File: src/rtl/serial_rx_buffer_pkg.sv
// Shared definitions for the serial receive buffer and its FIFO.
package serial_rx_buffer_pkg;

  // Bit positions inside the 3-bit sticky error vector.
  localparam int unsigned ERR_OVERFLOW = 2;
  localparam int unsigned ERR_FRAME    = 1;
  localparam int unsigned ERR_PARITY   = 0;
  localparam int unsigned ERR_BITS     = 3;

  // One FIFO entry holds {frame, parity, data}.
  function automatic int unsigned entry_width(input int unsigned data_bits);
    return data_bits + 2;
  endfunction

endpackage

File: src/rtl/serial_fifo_sync.sv
// Generic synchronous show-ahead FIFO; shared by the RX and TX paths.
module serial_fifo_sync #(
  parameter int unsigned WIDTH = 10,
  parameter int unsigned DEPTH = 16
) (
  input  logic                       clk,
  input  logic                       rst,
  input  logic [WIDTH-1:0]           w_data,
  input  logic                       w_en,
  output logic                       full,
  output logic [WIDTH-1:0]           r_data,
  input  logic                       r_en,
  output logic                       empty,
  output logic [$clog2(DEPTH):0]     level
);

  localparam int unsigned AW = $clog2(DEPTH);
  localparam int unsigned LW = AW + 1;

  logic [WIDTH-1:0] mem [DEPTH];
  logic [AW-1:0]    wr_ptr;
  logic [AW-1:0]    rd_ptr;
  logic [LW-1:0]    count;
  logic             push;
  logic             pop;

  assign push   = w_en & ~full;
  assign pop    = r_en & ~empty;
  assign full   = (count == LW'(DEPTH));
  assign empty  = (count == '0);
  assign level  = count;
  assign r_data = mem[rd_ptr];

  // Storage array; contents are not reset.
  always_ff @(posedge clk) begin
    if (push) mem[wr_ptr] <= w_data;
  end

  // Pointers wrap naturally since DEPTH is a power of two.
  always_ff @(posedge clk) begin
    if (rst) begin
      wr_ptr <= '0;
      rd_ptr <= '0;
      count  <= '0;
    end else begin
      if (push) wr_ptr <= wr_ptr + AW'(1);
      if (pop)  rd_ptr <= rd_ptr + AW'(1);
      if (push && !pop)      count <= count + LW'(1);
      else if (pop && !push) count <= count - LW'(1);
    end
  end

endmodule

File: src/rtl/serial_rx_buffer.sv
// Receive buffer: queues words from serial_rx with their error flags,
// keeps sticky error status and raises irq on fill level or error.
module serial_rx_buffer
  import serial_rx_buffer_pkg::*;
#(
  parameter int unsigned DATA_BITS = 8,
  parameter int unsigned DEPTH     = 16,
  parameter int unsigned THRESHOLD = 8
) (
  input  logic                     clk,
  input  logic                     rst,
  input  logic [DATA_BITS-1:0]     rx_data,
  input  logic                     rx_err_overflow,
  input  logic                     rx_err_frame,
  input  logic                     rx_err_parity,
  input  logic                     rx_rdy,
  output logic                     rx_ack,
  output logic [DATA_BITS-1:0]     r_data,
  output logic                     r_err_frame,
  output logic                     r_err_parity,
  output logic                     r_rdy,
  input  logic                     r_ack,
  output logic [$clog2(DEPTH):0]   level,
  output logic [2:0]               err_sticky,
  input  logic [2:0]               err_clr,
  output logic                     irq
);

  localparam int unsigned EW = entry_width(DATA_BITS);
  localparam int unsigned LW = $clog2(DEPTH) + 1;

  logic          full;
  logic          empty;
  logic          push;
  logic          pop;
  logic [EW-1:0] head;
  logic [LW-1:0] level_nx;
  logic [2:0]    err_set;
  logic [2:0]    err_nx;

  assign rx_ack = ~rst & ~full;
  assign push   = rx_rdy & rx_ack;
  assign r_rdy  = ~empty;
  assign pop    = r_ack & r_rdy;

  serial_fifo_sync #(
    .WIDTH (EW),
    .DEPTH (DEPTH)
  ) u_fifo (
    .clk    (clk),
    .rst    (rst),
    .w_data ({rx_err_frame, rx_err_parity, rx_data}),
    .w_en   (push),
    .full   (full),
    .r_data (head),
    .r_en   (r_ack),
    .empty  (empty),
    .level  (level)
  );

  assign r_err_frame  = head[EW-1];
  assign r_err_parity = head[EW-2];
  assign r_data       = head[DATA_BITS-1:0];

  // Next-state occupancy and sticky errors; a same-cycle set beats a clear.
  always_comb begin
    level_nx = level;
    if (push && !pop)      level_nx = level + LW'(1);
    else if (pop && !push) level_nx = level - LW'(1);

    err_set = '0;
    if (push) begin
      err_set[ERR_OVERFLOW] = rx_err_overflow;
      err_set[ERR_FRAME]    = rx_err_frame;
      err_set[ERR_PARITY]   = rx_err_parity;
    end
    err_nx = (err_sticky & ~err_clr) | err_set;
  end

  // Sticky error register and irq, both from next-state values.
  always_ff @(posedge clk) begin
    if (rst) begin
      err_sticky <= '0;
      irq        <= 1'b0;
    end else begin
      err_sticky <= err_nx;
      irq        <= (level_nx >= LW'(THRESHOLD)) | (|err_nx);
    end
  end

endmodule

File: config.mk
export PLATFORM = sky130hd
export DESIGN_NAME = serial_rx_buffer
export DESIGN_NICKNAME = d
export VERILOG_FILES = /design/src/rtl/serial_rx_buffer_pkg.sv /design/src/rtl/serial_fifo_sync.sv /design/src/rtl/serial_rx_buffer.sv
export SDC_FILE = /design/constraint.sdc
export NUM_CORES = 1
export LEC_CHECK = 0
export CAP_MARGIN = 20
export CORE_MARGIN = 3
export CORE_UTILIZATION = 45
export CTS_CLUSTER_SIZE = 25
export DETAILED_ROUTE_END_ITERATION = 7
export GPL_ROUTABILITY_DRIVEN = 0
export PLACE_DENSITY = 0.66
export SLEW_MARGIN = 20
export SYNTH_ARGS = -nofsm -noshare
export SYNTH_HDL_FRONTEND = slang
export SYNTH_SLANG_ARGS = --single-unit
File: constraint.sdc
create_clock -name clk -period 7.7 [get_ports clk]
set_clock_uncertainty 0.15 [all_clocks]
set_input_delay 1.54 -clock clk [delete_from_list [all_inputs] [get_ports clk]]
set_output_delay 1.54 -clock clk [all_outputs]
set_load 0.005 [all_outputs]
==> impl_metrics.csv <==
group,metric,value,unit
timing,setup_viol,0,
floorplan,coreArea,15400,µm²
detailed_routing,drc_errors,0,
synthesis,syn_avg_cell_area,19.5,µm²
synthesis,synth_cell_types,35,
worst_setup_path,crit_path_cell_trace,"buf_4 > mux4_2 > mux4_2 > clkdlybuf4s50_1",
detailed_routing,first_pass_iters,5,
global_route,gr-usage-met1,24.3,%
worst_setup_path,crit_fanout,27,
worst_setup_path,crit_family,"multiplexers",
synthesis,yosys.area.top_type,"edfxtp_1",
layout,layout-drive-gt1-share,21.9,%
worst_setup_path,critPathLaunchType,"flop",
cts,root_buffer,"clkbuf_16",
timing,rsz0062_at_grt,"false",
cts,cts_setup_buffers,0,
timing,tns,0,ns
global_route,grt-busiest-layer,"met2",
worst_setup_path,crit_top_cell,"mux4_2",
floorplan,initial_utilization,46.5,%
floorplan,fp.dieH,132,µm
cts,cts_made_buffers,17,
floorplan,die_area,17400,µm²
worst_setup_path,cpMaxStageDelayCell,"dfxtp_2",
power,p_comb_share,20.6,%
layout,insertedDiodeCount,0,
global_route,grt_max_degree,41,
power,p_switching,0.628,mW
synthesis,ys_seq_elements,181,
detailed_routing,vias,3459,
worst_setup_path,cp-end-kind,"primary output",
timing,slew_headroom,29.3,%
layout,design_area,8270,µm²
cts,cts_tree,"built",
synthesis,synth_nets,393,
worst_setup_path,cpPeakStageDelay,0.66,ns
worst_setup_path,crit_type,"flop to primary output",
timing,slew_viol_final,0,
global_route,grt_pass1_vias,3578,
timing,hold_violations,0,
global_route,grt_pass1_wl,21800,µm
worst_setup_path,required,6.01,ns
cts,htreeDepth,4,
power,p_seq_share,47.2,%
synthesis,ys_top_cells_by_area,"edfxtp_1 (67%), mux4_2 (16%), dfxtp_1 (5.9%)",
global_route,use_met2,25.8,%
power,intPower,1.87,mW
floorplan,die_w,132,µm
timing,post-route-period-util,64.1,%
detailed_routing,viasPerCell,5.53,
floorplan,ios,39,
worst_setup_path,cp.arrival,3.25,ns
place,portBuffers,38,
power,cellLeakagePower,2.58,nW
global_route,grt-ovfl-total,0,
floorplan,row_count,45,
power,fin_total_pwr,2.49,mW
timing,worst_pin_slew,1.06,ns
place,dp_hpwl,9210,µm
timing,max_freq,203,MHz
cts,cts_resized,0,
timing,finalHoldWorstSlack,0.351,ns
synthesis,ys_seq_area_share,73.1,%
layout,final_common_cell,"edfxtp_1",
layout,final_cell_mix,"edfxtp_1 (160), mux4_2 (50), clkdlybuf4s50_1 (38)",
timing,fin_ws,2.76,ns
detailed_routing,totalWireLength,14200,µm
synthesis,synthCells,367,
synthesis,synthesis.area,7150,µm²
status,run_status,"finished, final reports clean",
global_route,antenna_found_initial,0,
power,p_clk_share,32.2,%
power,vdd.ir_drop.worst,0.166,mV
layout,area_growth,15.7,%
min_path,hp-class,"flop to flop",
job,max-cap-violations,0,
synthesis,synth_top_area_share,67.2,%
synthesis,ys_warn_count,0,
layout,final_nets,428,
place,dpl_worst_slack,2.65,ns
power,netSwitchingFraction,25.2,%
cts,cts_buffer_depth,2,
detailed_routing,postRouteAntennaNets,0,
place,dpl_cell_area,7710,µm²
cts,clkTransAtPathRegs,0.06,ns
cts,cts_sinks,181,
worst_setup_path,crit_buf_inv,2,
detailed_routing,wire_per_inst,22.8,µm
power,cellPowerDensity,301,nW/µm²
cts,ctsHoldBuffers,0,
cts,clock_latency,0.42,ns
global_route,use_met3,5.08,%
global_route,track_usage,17.2,%
timing,fin_crit,4.94,ns
detailed_routing,drt_iter0_drc,286,
sequential cells by signal, indices dropped and copies added (netlist names), named ones only:
| name | count |
|---|---|
| u_fifo.mem | 160 |
| u_fifo.level | 5 |
| u_fifo.rd_ptr | 4 |
| u_fifo.wr_ptr | 4 |
| err_sticky | 3 |
| irq | 1 |
metal layers:
layer / routed length [µm] / vias to the layer above
met2: 6850 / 136
met5: 0 / -
met4: 197 / 0
met3: 1230 / 10
met1: 5970 / 1770
li1: - / 1543
final timing paths:
path	from	to	slack, ns	cells past startpoint
hold reg to reg	err_sticky[0]	err_sticky[0]	0.35	2
setup / recovery	flop	r_data[3]	2.76	4
hold / removal	err_sticky[0]	err_sticky[0]	0.35	2
setup reg to reg	u_fifo.level[0]	u_fifo.mem[4][0]	4.19	6
worst min-delay path: cells and delay by family, from the launching register on:
kind	cells	cell delay (ns)
AOI/OAI and AO/OA	1	0.06
DFF	1	0.31
and+or+nand+nor	1	0.08
cells in the mapped netlist (all sizes together):
| master | n |
|---|---|
| a311oi | 2 |
| xor2 | 6 |
| nand3 | 4 |
| a31oi | 2 |
| and3 | 2 |
| buf | 11 |
| nor2b | 1 |
| mux4 | 50 |
| nor2 | 29 |
| or3 | 1 |
| a211o | 1 |
| ha | 8 |
| a22oi | 1 |
| inv | 4 |
| xnor2 | 5 |
| or4b | 3 |
| or3b | 1 |
| o31ai | 1 |
| edfxtp | 160 |
| a21oi | 8 |
| mux2i | 1 |
| nand2 | 11 |
| nand4 | 2 |
| and3b | 1 |
| dfxtp | 21 |
| o21ai | 3 |
| or4 | 1 |
| a211oi | 1 |
| nand2b | 6 |
| clkbuf | 12 |
| nor3 | 7 |
| and4bb | 1 |
metrics by stage:
stage,cells,utilization [%]
floorplan,367,-
global placement,594,50.2
detailed placement,594,50.2
CTS,626,53.8
global route,626,53.8
finish,626,53.8
layout make-up:
class                           count  area [µm²]
Timing Repair Buffer               39         388
Tap cell                          211         264
Inverter                            4        15.0
Clock inverter                      9        47.5
Clock buffer                       23         512
Fill cell                        1175        7100
Sequential cell                   181        5230
Multi-Input combinational cell    159        1820
power groups by stage:
stage	clock network, mW	registers (mW)	logic, mW
after floorplan	0	1.14	0.397
after global placement	0	1.20	0.515
after detailed placement	0	1.20	0.522
after CTS	0.819	1.18	0.523
after global routing	0.865	1.19	0.559
final	0.802	1.18	0.514
kinds of logic (layout without fill, tap and decap cells):
family	after synthesis	in the layout	share of synthesized area, %
buf+inv	27	75	1.75
simple gates	70	70	4.92
mux	51	51	15.9
xor+xnor	11	11	1.35
compound gates	19	19	1.63
flops	181	181	73.1
fa+ha+maj	8	8	1.40
(Power assumes the default switching activity.)
